File: config.mk
export PLATFORM = sky130hd
export DESIGN_NAME = pc_sequencer_flat
export DESIGN_NICKNAME = d
export VERILOG_FILES = /design/src/rtl/pc_sequencer_pkg.sv /design/src/rtl/pc_sequencer_if.sv /design/src/rtl/pc_sequencer.sv /design/src/flat_wrapper.sv
export SDC_FILE = /design/constraint.sdc
export NUM_CORES = 1
export LEC_CHECK = 0
export ABC_AREA = 1
export CORE_MARGIN = 2
export CORE_UTILIZATION = 40
export CTS_CLUSTER_DIAMETER = 80
export DETAILED_ROUTE_END_ITERATION = 12
export MAX_ROUTING_LAYER = met4
export PLACE_DENSITY = 0.88
export SLEW_MARGIN = 20
export SYNTH_ARGS = -nofsm -noshare
export SYNTH_HDL_FRONTEND = slang
export SYNTH_SLANG_ARGS = --single-unit
File: constraint.sdc
create_clock -name clk -period 4.1 [get_ports clk]
set_input_delay 0.41 -clock clk [delete_from_list [all_inputs] [get_ports clk]]
set_output_delay 0.41 -clock clk [all_outputs]
set_load 0.01 [all_outputs]
File: src/rtl/pc_sequencer_pkg.sv
// Shared types and constants for the IF-stage PC/nPC sequencer.
// RESET_PC and EXC_VECTOR are also consumed by the exception unit.
package pc_sequencer_pkg;

    localparam int unsigned ADDR_W     = 32;
    localparam int unsigned INSN_BYTES = 4;

    localparam logic [ADDR_W-1:0] RESET_PC   = 32'h0000_0000;
    localparam logic [ADDR_W-1:0] EXC_VECTOR = 32'h0000_0080;

    typedef enum logic [1:0] {
        INIT  = 2'd0,
        FETCH = 2'd1,
        HOLD  = 2'd2,
        EXC   = 2'd3
    } state_e;

endpackage

File: src/rtl/pc_sequencer_if.sv
// Bundle between the sequencer and its neighbours: imem, hazard unit,
// ID branch resolution, exception logic and the PC/nPC register pair.
interface pc_sequencer_if;
    import pc_sequencer_pkg::*;

    logic [ADDR_W-1:0] pc_q;
    logic [ADDR_W-1:0] npc_q;
    logic              imem_req;
    logic              imem_ack;
    logic              hazard_stall;
    logic              branch_taken;
    logic [ADDR_W-1:0] branch_target;
    logic              exc_req;
    logic              pc_le;
    logic              npc_le;
    logic [ADDR_W-1:0] pc_d;
    logic [ADDR_W-1:0] npc_d;
    logic              flush;
    logic              exc_ack;
    logic              misalign;
    logic [ADDR_W-1:0] epc;

    modport master (
        input  pc_q, npc_q, imem_ack, hazard_stall, branch_taken, branch_target, exc_req,
        output imem_req, pc_le, npc_le, pc_d, npc_d, flush, exc_ack, misalign, epc
    );

    modport slave (
        output pc_q, npc_q, imem_ack, hazard_stall, branch_taken, branch_target, exc_req,
        input  imem_req, pc_le, npc_le, pc_d, npc_d, flush, exc_ack, misalign, epc
    );

endinterface

File: src/rtl/pc_sequencer.sv
// Decides each cycle whether PC/nPC advance, hold or redirect, and supplies
// their next values; the delay slot falls out of loading pc_d from npc_q.
module pc_sequencer
    import pc_sequencer_pkg::*;
(
    input  logic          clk,
    input  logic          rst_n,
    pc_sequencer_if.master bus
);

    localparam logic [ADDR_W-1:0] STEP = ADDR_W'(INSN_BYTES);

    state_e            state;
    state_e            state_nxt;
    logic [ADDR_W-1:0] epc_q;
    logic              epc_le;
    logic              have_word;
    logic              advance;
    logic              bad_target;

    always_ff @(posedge clk or negedge rst_n) begin
        if (!rst_n) begin
            state <= INIT;
            epc_q <= '0;
        end else begin
            state <= state_nxt;
            if (epc_le) epc_q <= bus.pc_q;
        end
    end

    assign bus.epc = epc_q;

    // HOLD already owns a fetched word, so it advances without a fresh ack.
    assign have_word  = (state == HOLD) || bus.imem_ack;
    assign advance    = have_word && !bus.hazard_stall;
    assign bad_target = bus.branch_taken && (bus.branch_target[1:0] != 2'b00);

    always_comb begin
        state_nxt     = state;
        epc_le        = 1'b0;
        bus.imem_req  = 1'b0;
        bus.pc_le     = 1'b0;
        bus.npc_le    = 1'b0;
        bus.pc_d      = RESET_PC;
        bus.npc_d     = RESET_PC + STEP;
        bus.flush     = 1'b0;
        bus.exc_ack   = 1'b0;
        bus.misalign  = 1'b0;

        unique case (state)
            INIT: begin
                bus.pc_le  = 1'b1;
                bus.npc_le = 1'b1;
                state_nxt  = FETCH;
            end
            FETCH, HOLD: begin
                bus.imem_req = (state == FETCH) && !bus.exc_req;
                if (bus.exc_req) begin
                    bus.flush   = 1'b1;
                    bus.exc_ack = 1'b1;
                    epc_le      = 1'b1;
                    state_nxt   = EXC;
                end else if (advance && bad_target) begin
                    bus.misalign = 1'b1;
                    bus.flush    = 1'b1;
                    bus.exc_ack  = 1'b1;
                    epc_le       = 1'b1;
                    state_nxt    = EXC;
                end else if (advance) begin
                    bus.pc_le  = 1'b1;
                    bus.npc_le = 1'b1;
                    bus.pc_d   = bus.npc_q;
                    bus.npc_d  = bus.branch_taken ? bus.branch_target : bus.npc_q + STEP;
                    state_nxt  = FETCH;
                end else if (have_word) begin
                    state_nxt  = HOLD;
                end
            end
            EXC: begin
                bus.pc_le  = 1'b1;
                bus.npc_le = 1'b1;
                bus.pc_d   = EXC_VECTOR;
                bus.npc_d  = EXC_VECTOR + STEP;
                bus.flush  = 1'b1;
                state_nxt  = FETCH;
            end
            default: state_nxt = INIT;
        endcase

        // Reset must kill every strobe immediately, independent of state.
        if (!rst_n) begin
            epc_le       = 1'b0;
            bus.imem_req = 1'b0;
            bus.pc_le    = 1'b0;
            bus.npc_le   = 1'b0;
            bus.pc_d     = RESET_PC;
            bus.npc_d    = RESET_PC + STEP;
            bus.flush    = 1'b0;
            bus.exc_ack  = 1'b0;
            bus.misalign = 1'b0;
        end
    end

endmodule

File: src/flat_wrapper.sv
// flat-port wrapper written by rule: the top's interface ports become plain ports
module pc_sequencer_flat import pc_sequencer_pkg::*;
  (clk, rst_n, bus_pc_q, bus_npc_q, bus_imem_ack, bus_hazard_stall, bus_branch_taken, bus_branch_target, bus_exc_req, bus_imem_req, bus_pc_le, bus_npc_le, bus_pc_d, bus_npc_d, bus_flush, bus_exc_ack, bus_misalign, bus_epc);
  pc_sequencer_if bus_i ();
  input  logic clk;
  input  logic rst_n;
  input wire logic [$bits(bus_i.pc_q)-1:0] bus_pc_q;
  input wire logic [$bits(bus_i.npc_q)-1:0] bus_npc_q;
  input wire logic [$bits(bus_i.imem_ack)-1:0] bus_imem_ack;
  input wire logic [$bits(bus_i.hazard_stall)-1:0] bus_hazard_stall;
  input wire logic [$bits(bus_i.branch_taken)-1:0] bus_branch_taken;
  input wire logic [$bits(bus_i.branch_target)-1:0] bus_branch_target;
  input wire logic [$bits(bus_i.exc_req)-1:0] bus_exc_req;
  output wire logic [$bits(bus_i.imem_req)-1:0] bus_imem_req;
  output wire logic [$bits(bus_i.pc_le)-1:0] bus_pc_le;
  output wire logic [$bits(bus_i.npc_le)-1:0] bus_npc_le;
  output wire logic [$bits(bus_i.pc_d)-1:0] bus_pc_d;
  output wire logic [$bits(bus_i.npc_d)-1:0] bus_npc_d;
  output wire logic [$bits(bus_i.flush)-1:0] bus_flush;
  output wire logic [$bits(bus_i.exc_ack)-1:0] bus_exc_ack;
  output wire logic [$bits(bus_i.misalign)-1:0] bus_misalign;
  output wire logic [$bits(bus_i.epc)-1:0] bus_epc;
  assign bus_i.pc_q = bus_pc_q;
  assign bus_i.npc_q = bus_npc_q;
  assign bus_i.imem_ack = bus_imem_ack;
  assign bus_i.hazard_stall = bus_hazard_stall;
  assign bus_i.branch_taken = bus_branch_taken;
  assign bus_i.branch_target = bus_branch_target;
  assign bus_i.exc_req = bus_exc_req;
  assign bus_imem_req = bus_i.imem_req;
  assign bus_pc_le = bus_i.pc_le;
  assign bus_npc_le = bus_i.npc_le;
  assign bus_pc_d = bus_i.pc_d;
  assign bus_npc_d = bus_i.npc_d;
  assign bus_flush = bus_i.flush;
  assign bus_exc_ack = bus_i.exc_ack;
  assign bus_misalign = bus_i.misalign;
  assign bus_epc = bus_i.epc;
  pc_sequencer u_core (.clk(clk), .rst_n(rst_n), .bus(bus_i));
endmodule
* Yosys cells after proc, flatten, opt, wreduce, memory -nomap -nowiden
Cells that the tools add are included.
** Storage, ports and cells
- Register bits after elaboration :: 34
- Output and inout bits :: 102
- Logic and storage cells :: 50
- Bits of input ports :: 102
** Cells by class
- Equality and inequality tests :: 4
- Add/subtract/negate cells :: 1
- Reduce and logical (&&, ||, !) cells :: 11
- Multiplexer cells :: 32
** Operator list (count)
- two-way mux 32 bit :: 9
- case mux 32 bit (2 select lines) :: 2
- adder 32 x 3 -> 32 bit (second input constant) :: 1
- two-way mux 1 bit :: 14
- two-way mux 2 bit :: 4
- inequality test 5 x 2 -> 1 bit (second input constant) :: 1
- equality test 2 bit (second input constant) :: 2
- logical AND 1 bit :: 4
- case mux 1 bit (2 select lines) :: 2
- case mux 2 bit (2 select lines) :: 1
- OR reduction 2 bit :: 2
- equality test 2 x 1 -> 1 bit (second input constant) :: 1
- zero test 1 bit :: 2
- zero test 2 bit :: 1
- nonzero test 2 bit :: 1
- logical OR 1 bit :: 1

* Logic depth before layout (Yosys ltp)
Gate-level depths: netlist of the first run.
- Word-level depth :: 8
- Depth in mapped cells :: 11
- Mapped depth without buffers :: 10

* Worst setup path before layout of the first run
No wires, ideal clock.
- Path kind :: register -> output
- From :: register u_core.state[0]
- To :: output bus_npc_d[12]
- Slack :: 2181 ps
- Buffers on the path :: 0
- Arrival time :: 1509 ps
- Required time :: 3690 ps
- Cell stages (with the launch flop) :: 9
- Cells stage by stage :: dfrtp_1 -> inv_1 -> ha_1 -> inv_2 -> nor2_4 -> nand4_4 -> inv_2 -> o21ai_1 -> a21oi_1
** On the way
- Longest elaborated chain between the ends :: 8
- Elaborated cells on any way between the ends :: 12
- Those cells by class :: eq/ne (3); mux (5); reduce/logical (4)
** RTL lines
- from (decl) :: line pc_sequencer.sv:13 : state_e state;
- from (signal assigned) :: line pc_sequencer.sv:26 : state <= state_nxt;
- equality test 2 bit :: line pc_sequencer.sv:34, pc_sequencer.sv:50
- logical OR 1 bit :: line pc_sequencer.sv:34 : assign have_word = (state == HOLD) || bus.imem_ack;
- logical AND 1 bit :: line pc_sequencer.sv:35 : assign advance = have_word && !bus.hazard_stall;
- two-way mux 32 bit / logical AND 1 bit (equally long branches) :: line pc_sequencer.sv:69, pc_sequencer.sv:63
- two-way mux 32 bit :: line pc_sequencer.sv:63 : end else if (advance && bad_target) begin
- two-way mux 32 bit :: line pc_sequencer.sv:58 : if (bus.exc_req) begin
- case mux 32 bit (2 select lines) * :: line pc_sequencer.sv:50 : unique case (state)
- two-way mux 32 bit * :: line pc_sequencer.sv:91 : if (!rst_n) begin
- to (decl) :: line flat_wrapper.sv:18 : output wire logic [$bits(bus_i.npc_d)-1:0] bus_npc_d;
Every way passes the cells marked *; elsewhere a longest branch is shown, timed or not.

* Worst setup path after layout of the first run
- From :: input bus_branch_taken
- To :: output bus_exc_ack
** On the way
- Longest elaborated chain between the ends :: 6
** RTL lines
- from (decl) :: line flat_wrapper.sv:11 : input wire logic [$bits(bus_i.branch_taken)-1:0] bus_branch_taken;
- logical AND 1 bit :: line pc_sequencer.sv:36 : assign bad_target = bus.branch_taken && (bus.branch_target[1:0] != 2'b00);
- logical AND 1 bit :: line pc_sequencer.sv:63
- two-way mux 1 bit :: line pc_sequencer.sv:63
- two-way mux 1 bit :: line pc_sequencer.sv:58
- two-way mux 1 bit :: line pc_sequencer.sv:50
- two-way mux 1 bit :: line pc_sequencer.sv:91
- to (decl) :: line flat_wrapper.sv:20 : output wire logic [$bits(bus_i.exc_ack)-1:0] bus_exc_ack;
No other way between the ends.

==> impl_metrics.env, run 1 <==
export IMPL_clock_buffer_depth=2
export IMPL_htreeDepth=2
export IMPL_timing_critical_path_to_type="output pin"
export IMPL_report_final_slew_viol_count=0
export IMPL_remaining_drc_errors=0
export IMPL_globalRouteOverflowTotal=0
export IMPL_grt_pass1_vias=3943
export IMPL_routed_wirelength_mm=11.8
export IMPL_cellLeakagePower_nw=2.54
export IMPL_detailedPlacementHpwl_mm=9.65
export IMPL_drt_pass1_iterations=5
export IMPL_cpLargestDelayFamily="buffers and inverters"
export IMPL_detailed_place_area_um2=5190
export IMPL_finalCriticalPeriod_ns=3.36
export IMPL_slew_headroom_pct=45.4
export IMPL_tightest_hold_check_type="reg2reg"
export IMPL_sink_count_of_the_clock_tree=34
export IMPL_pd_cells_nw_per_um2=358
export IMPL_path_class="in2out"
export IMPL_syn_cell_area_um2=3120
export IMPL_dr_first_iter_drc_count=200
export IMPL_port_buffers=203
export IMPL_rows=32
export IMPL_crit_chain="clkdlybuf4s50_1, o21ai_2, inv_1, nand2_1, nand2_1, nand2_4, inv_2, clkdlybuf4s50_1"
export IMPL_grt_util_all_layers_pct=27.7
export IMPL_cts_clk_slew_worst_paths_ns=0.07
export IMPL_start_util_pct=40.8
export IMPL_ys_seq_area_share_pct=27.3
export IMPL_commonest_cells_after_routing_fill_and_taps_aside="215 x nand2_1, 203 x clkdlybuf4s50_1, 105 x nor2_1, 58 x inv_1"
export IMPL_route_vias_total=4095
export IMPL_design_final_nets=849
export IMPL_worst_ir_drop_vdd_mv=0.414
export IMPL_total_die_area_um2=8520
export IMPL_ctsResizeCount=0
export IMPL_dieHeight_um=92.3
export IMPL_clock_skew_final_ns=0.00567
export IMPL_layout_drive_gt1_share_pct=6.06
export IMPL_maximum_number_of_pins_on_one_net_before_global_route_repair=50
export IMPL_reg2reg_depth=10
export IMPL_areaGrowthSynthToFinish_pct=69.9
export IMPL_layout_cells_most_common="nand2_1"
export IMPL_max_slew_worst_pin_slew_ns=0.817
export IMPL_post_cts_buffers=0
export IMPL_place_worst_setup_slack_ns=0.744
export IMPL_ant_cells=0
export IMPL_floorplan_core_area_um2=7650
export IMPL_routed_via_density=4.85
export IMPL_yosysWarningCount=0
export IMPL_setup_slack_ns=0.739
export IMPL_final_design_area_no_fill_um2=5300
export IMPL_design_portCount=204
export IMPL_synthesized_nets=652
export IMPL_crit_fanout=34
export IMPL_chipWidth_um=92.3
export IMPL_gp_congestion=0.946
export IMPL_cts_tree="built"
export IMPL_max_clock_freq_ghz=0.298
export IMPL_syn_inst=545
export IMPL_drt_wirelength_per_cell_um=14.0
export IMPL_path_depth=8
export IMPL_status="completed"
export IMPL_crit_path_start_kind="input port"
export IMPL_worst_path_buf_inv=4
export IMPL_synth_seq_cells=34
export IMPL_clk_latency_ns=0.29
export IMPL_ant_nets=0
export IMPL_final_min_period_over_clock_period_pct=82.0
export IMPL_post_cts_hold_buffer_count=0
export IMPL_antenna_found_initial=0
export IMPL_fin_hold_ws_ns=0.492
export IMPL_timing_hold_worst_path_depth=2
export IMPL_tritoncts_num_buffers=5
export IMPL_postLayoutCoreUtil_pct=69.3
export IMPL_post_synth_cell_area_avg_um2=5.73
export IMPL_hold_viol_final=0
export IMPL_highest_cell_delay_on_the_worst_timing_path_ns=0.77
export IMPL_drv_max_cap_violation_count=0
export IMPL_finalSetupTns_ns=0
export IMPL_grt_first_pass_wirelength_mm=18.6
export IMPL_cts_root_buf="clkbuf_8"
export IMPL_crit_arrival_ns=2.95
export IMPL_post_synth_num_cell_types=28
export IMPL_rsz0062_at_grt="no"
export IMPL_worst_endpoint_required_ns=3.69
export IMPL_finalSetupViolCount=0
export IMPL_critical_path_slowest_cell="clkdlybuf4s50_1"
## path summary, 6_finish.rpt
path                                         start                 end  slack, ns
worst max register to register     u_core.state[0]   u_core.bus.epc[5]       1.98
worst min register to register  u_core.bus.epc[29]  u_core.bus.epc[29]       0.49
worst max-delay path              bus_branch_taken         bus_exc_ack       0.74
max in group asynchronous                    rst_n  u_core.bus.epc[10]       3.21
min in group asynchronous                    rst_n  u_core.bus.epc[20]       0.58
worst min-delay path            u_core.bus.epc[29]  u_core.bus.epc[29]       0.49
## cell families (layout without fill, tap and decap cells)
logic type                 Yosys count  in the layout  share of synthesized area, %
AOI/OAI and AO/OA                   32             32                          5.37
xor gates and xnor gates             5              5                          1.40
adders and majority gates            5              5                          2.00
buffers and inverters               86            284                          12.3
DFF                                 34             34                          27.3
and+or+nand+nor                    383            383                          51.6
## synthesized netlist by cell type
master	count	area share, %
nor3_1	2	0.32
o21ai_1	13	2.1
nand4_4	1	0.68
nand4_1	3	0.60
nand2_1	215	26
clkbuf_1	2	0.24
a31oi_1	1	0.20
nand3_2	1	0.32
nand3_1	34	5.5
buf_6	5	1.8
a21oi_1	12	1.9
inv_2	7	0.84
buf_2	7	1.1
o21ai_2	1	0.28
nand2_2	2	0.40
nor2_2	11	2.2
clkinv_1	3	0.36
nor2_4	6	2.2
xor2_1	5	1.4
nand2_4	1	0.36
o21ai_0	4	0.64
o211ai_1	1	0.24
nor2_1	105	13
buf_4	4	0.96
nor3_2	2	0.64
inv_1	58	7.0
dfrtp_1	34	27
ha_1	5	2.0
## final cells by class
type                    instances  area (um2)
well taps                     102         128
inverters                      68         255
repair buffers                208        2070
clock inverters                 3        45.0
flip-flops and latches         34         851
clock buffers                   5        68.8
multi-input cells             425        1890
fillers                       621        2340
## sequential cells by signal (all words and copies together) (netlist names)
name            count
u_core.bus.epc     32
u_core.state        2
## routing by layer
metal	vias up	global-route usage, %	routed length (um)
met5	-	-	0
met4	0	10.8	361
met3	27	3.17	817
met2	192	49.5	5890
met1	1835	31.7	4760
li1	2041	-	-
## worst min-delay path: stages, from the launching register on
cell     delay (ns)
dfrtp_1        0.35
nand2_1        0.05
nand2_1        0.06
## per-stage QoR
stage	cells	total power, mW
after global placement	837	1.55
after global routing	845	2.01
after CTS	845	1.91
final	845	1.90
after detailed placement	837	1.58
after floorplan	545	1.02
## power by group
part | switching, mW | total [mW] | internal, mW
clock | 0.128 | 0.309 | 0.181
combinational | 0.480 | 1.00 | 0.520
sequential | 0.100 | 0.588 | 0.488
No activity file was read; power rests on OpenSTA's default activity.
==> run 2: changes to the inputs <==
Settings changed: CORE_UTILIZATION 40 to 37, PLACE_DENSITY 0.88 to 0.82.
Clock period 4.1 ns to 3.4 ns, I/O delays scaled along.
==> impl_metrics.env, run 2 (synthesis gave the netlist of run 1 again) <==
export IMPL_status="completed"
export IMPL_detailedPlacementHpwl_mm=9.47
export IMPL_clk_latency_ns=0.28
export IMPL_drt_pass1_iterations=4
export IMPL_design_portCount=204
export IMPL_place_worst_setup_slack_ns=0.563
export IMPL_final_min_period_over_clock_period_pct=89.5
export IMPL_crit_path_start_kind="flop"
export IMPL_htreeDepth=2
export IMPL_cpLargestDelayFamily="buffers and inverters"
export IMPL_cp_most_frequent_cell="inv_1"
export IMPL_chipWidth_um=95.8
export IMPL_finalSetupViolCount=0
export IMPL_ant_cells=0
export IMPL_drv_max_cap_violation_count=0
export IMPL_power_frac_clock_pct=14.1
export IMPL_clock_buffer_depth=2
export IMPL_report_final_slew_viol_count=0
export IMPL_worst_ir_drop_vdd_mv=0.421
export IMPL_post_cts_hold_buffer_count=0
export IMPL_routed_wirelength_mm=11.6
export IMPL_path_depth=10
export IMPL_final_design_area_no_fill_um2=5310
export IMPL_critical_path_slowest_cell="clkdlybuf4s50_1"
export IMPL_cts_tree="built"
export IMPL_design_final_nets=849
export IMPL_areaGrowthSynthToFinish_pct=70.2
export IMPL_commonest_cells_after_routing_fill_and_taps_aside="215 x nand2_1, 203 x clkdlybuf4s50_1, 105 x nor2_1, 58 x inv_1"
export IMPL_layout_cells_most_common="nand2_1"
export IMPL_postLayoutCoreUtil_pct=65.0
export IMPL_start_util_pct=38.2
export IMPL_switching_power_mw=0.838
export IMPL_detailed_place_area_um2=5220
export IMPL_tritoncts_num_buffers=5
export IMPL_timing_critical_path_to_type="output pin"
export IMPL_largest_register_ffs=32
export IMPL_crit_arrival_ns=2.70
export IMPL_sink_count_of_the_clock_tree=34
export IMPL_total_die_area_um2=9180
export IMPL_crit_chain="inv_1, ha_1, inv_2, nor2_4, nand4_4, buf_12, nor2_1, nand2_1, inv_1, clkdlybuf4s50_1"
export IMPL_ant_nets=0
export IMPL_timing_hold_worst_path_depth=2
export IMPL_worst_endpoint_required_ns=3.06
export IMPL_rsz0062_at_grt="no"
export IMPL_intPower_mw=1.38
export IMPL_route_vias_total=4090
export IMPL_dr_first_iter_drc_count=143
export IMPL_worst_path_buf_inv=5
export IMPL_pd_cells_nw_per_um2=418
export IMPL_highest_cell_delay_on_the_worst_timing_path_ns=0.54
export IMPL_cellLeakagePower_nw=2.55
export IMPL_power_switching_share_pct=37.7
export IMPL_setup_slack_ns=0.356
export IMPL_finalCriticalPeriod_ns=3.04
export IMPL_reg2reg_depth=11
export IMPL_routed_via_density=4.82
export IMPL_maximum_number_of_pins_on_one_net_before_global_route_repair=40
export IMPL_p_total_mw=2.22
export IMPL_layout_drive_gt1_share_pct=6.06
export IMPL_dieHeight_um=95.8
export IMPL_globalRouteOverflowTotal=0
export IMPL_floorplan_core_area_um2=8180
export IMPL_post_cts_buffers=0
export IMPL_comb_power_share_pct=54.3
export IMPL_clock_skew_final_ns=0.00354
export IMPL_grt_pass1_vias=3877
export IMPL_finalSetupTns_ns=0
export IMPL_grt_util_all_layers_pct=25.4
export IMPL_port_buffers=203
export IMPL_cts_root_buf="clkbuf_8"
export IMPL_antenna_found_initial=0
export IMPL_rows=33
export IMPL_cts_clk_slew_worst_paths_ns=0.07
export IMPL_slew_headroom_pct=71.5
export IMPL_max_slew_worst_pin_slew_ns=0.427
export IMPL_max_clock_freq_ghz=0.329
export IMPL_gp_congestion=1.02
export IMPL_crit_fanout=39
export IMPL_ctsResizeCount=0
export IMPL_remaining_drc_errors=0
export IMPL_drt_wirelength_per_cell_um=13.7
export IMPL_tightest_hold_check_type="reg2reg"
export IMPL_path_class="reg2out"
export IMPL_power_frac_seq_pct=31.6
export IMPL_grt_first_pass_wirelength_mm=17.8
export IMPL_hold_viol_final=0
==> run 2: cell types whose count changed in the layout (fill, tap and decap cells not counted), sizes merged <==
cell	change
bufinv	-1
clkbuf	+1
clkinv	+1
clkinvlp	-1
==> run 2: final cells by class <==
type                    instances  area [um2]
well taps                     105         131
repair buffers                208        2090
inverters                      68         255
fillers                       718        2860
multi-input cells             425        1890
clock inverters                 2        12.5
clock buffers                   6        82.6
flip-flops and latches         34         851
==> run 2: worst register-to-register path, stage by stage, from the launching register on <==
cell,delay (ns)
dfrtp_1,0.41
inv_1,0.09
ha_1,0.21
nor2_2,0.20
nor2_4,0.08
nand2_1,0.09
nand2_1,0.09
nand2_4,0.28
inv_2,0.08
buf_4,0.24
nand2_1,0.13
nand2_1,0.06
==> run 2: layer usage <==
layer	vias up	share of wire, %	global-route usage (%)
met4	0	1.9	8.45
met3	20	9.1	4.93
met2	193	50	44.6
li1	2035	-	-
met5	-	0	-
met1	1842	39	28.9
==> run 2: final timing paths <==
| check | from | to | slack, ns |
|---|---|---|---|
| max | u_core.state[0] | bus_npc_d[13] | 0.36 |
| min | u_core.bus.epc[3] | u_core.bus.epc[3] | 0.48 |
| max reg2reg | u_core.state[0] | u_core.bus.epc[20] | 1.33 |
| min reg2reg | u_core.bus.epc[3] | u_core.bus.epc[3] | 0.48 |
| max in group asynchronous | rst_n | u_core.state[1] | 2.60 |
| min in group asynchronous | rst_n | u_core.bus.epc[18] | 0.49 |
==> run 2: power by group through the flow <==
stage,logic [mW],registers (mW),clock network [mW]
after floorplan,0.453,0.772,0
after global placement,1.18,0.698,0
after detailed placement,1.21,0.695,0
after CTS,1.22,0.702,0.319
after global routing,1.32,0.723,0.337
final,1.21,0.703,0.313
==> run 2: per-stage QoR <==
| stage | std cells | hold slack [ns] |
|---|---|---|
| finish | 848 | 0.484 |
| global route | 848 | 0.522 |
| CTS | 848 | 0.488 |
| detailed placement | 840 | 0.467 |
| global placement | 840 | 0.463 |
| floorplan | 545 | 0.0444 |
==> run 3: changes to the inputs <==
Settings changed: SLEW_MARGIN 20 to unset.
==> results of run 3 <==
The final DEF is identical to that of run 2; final timing and power are the same.
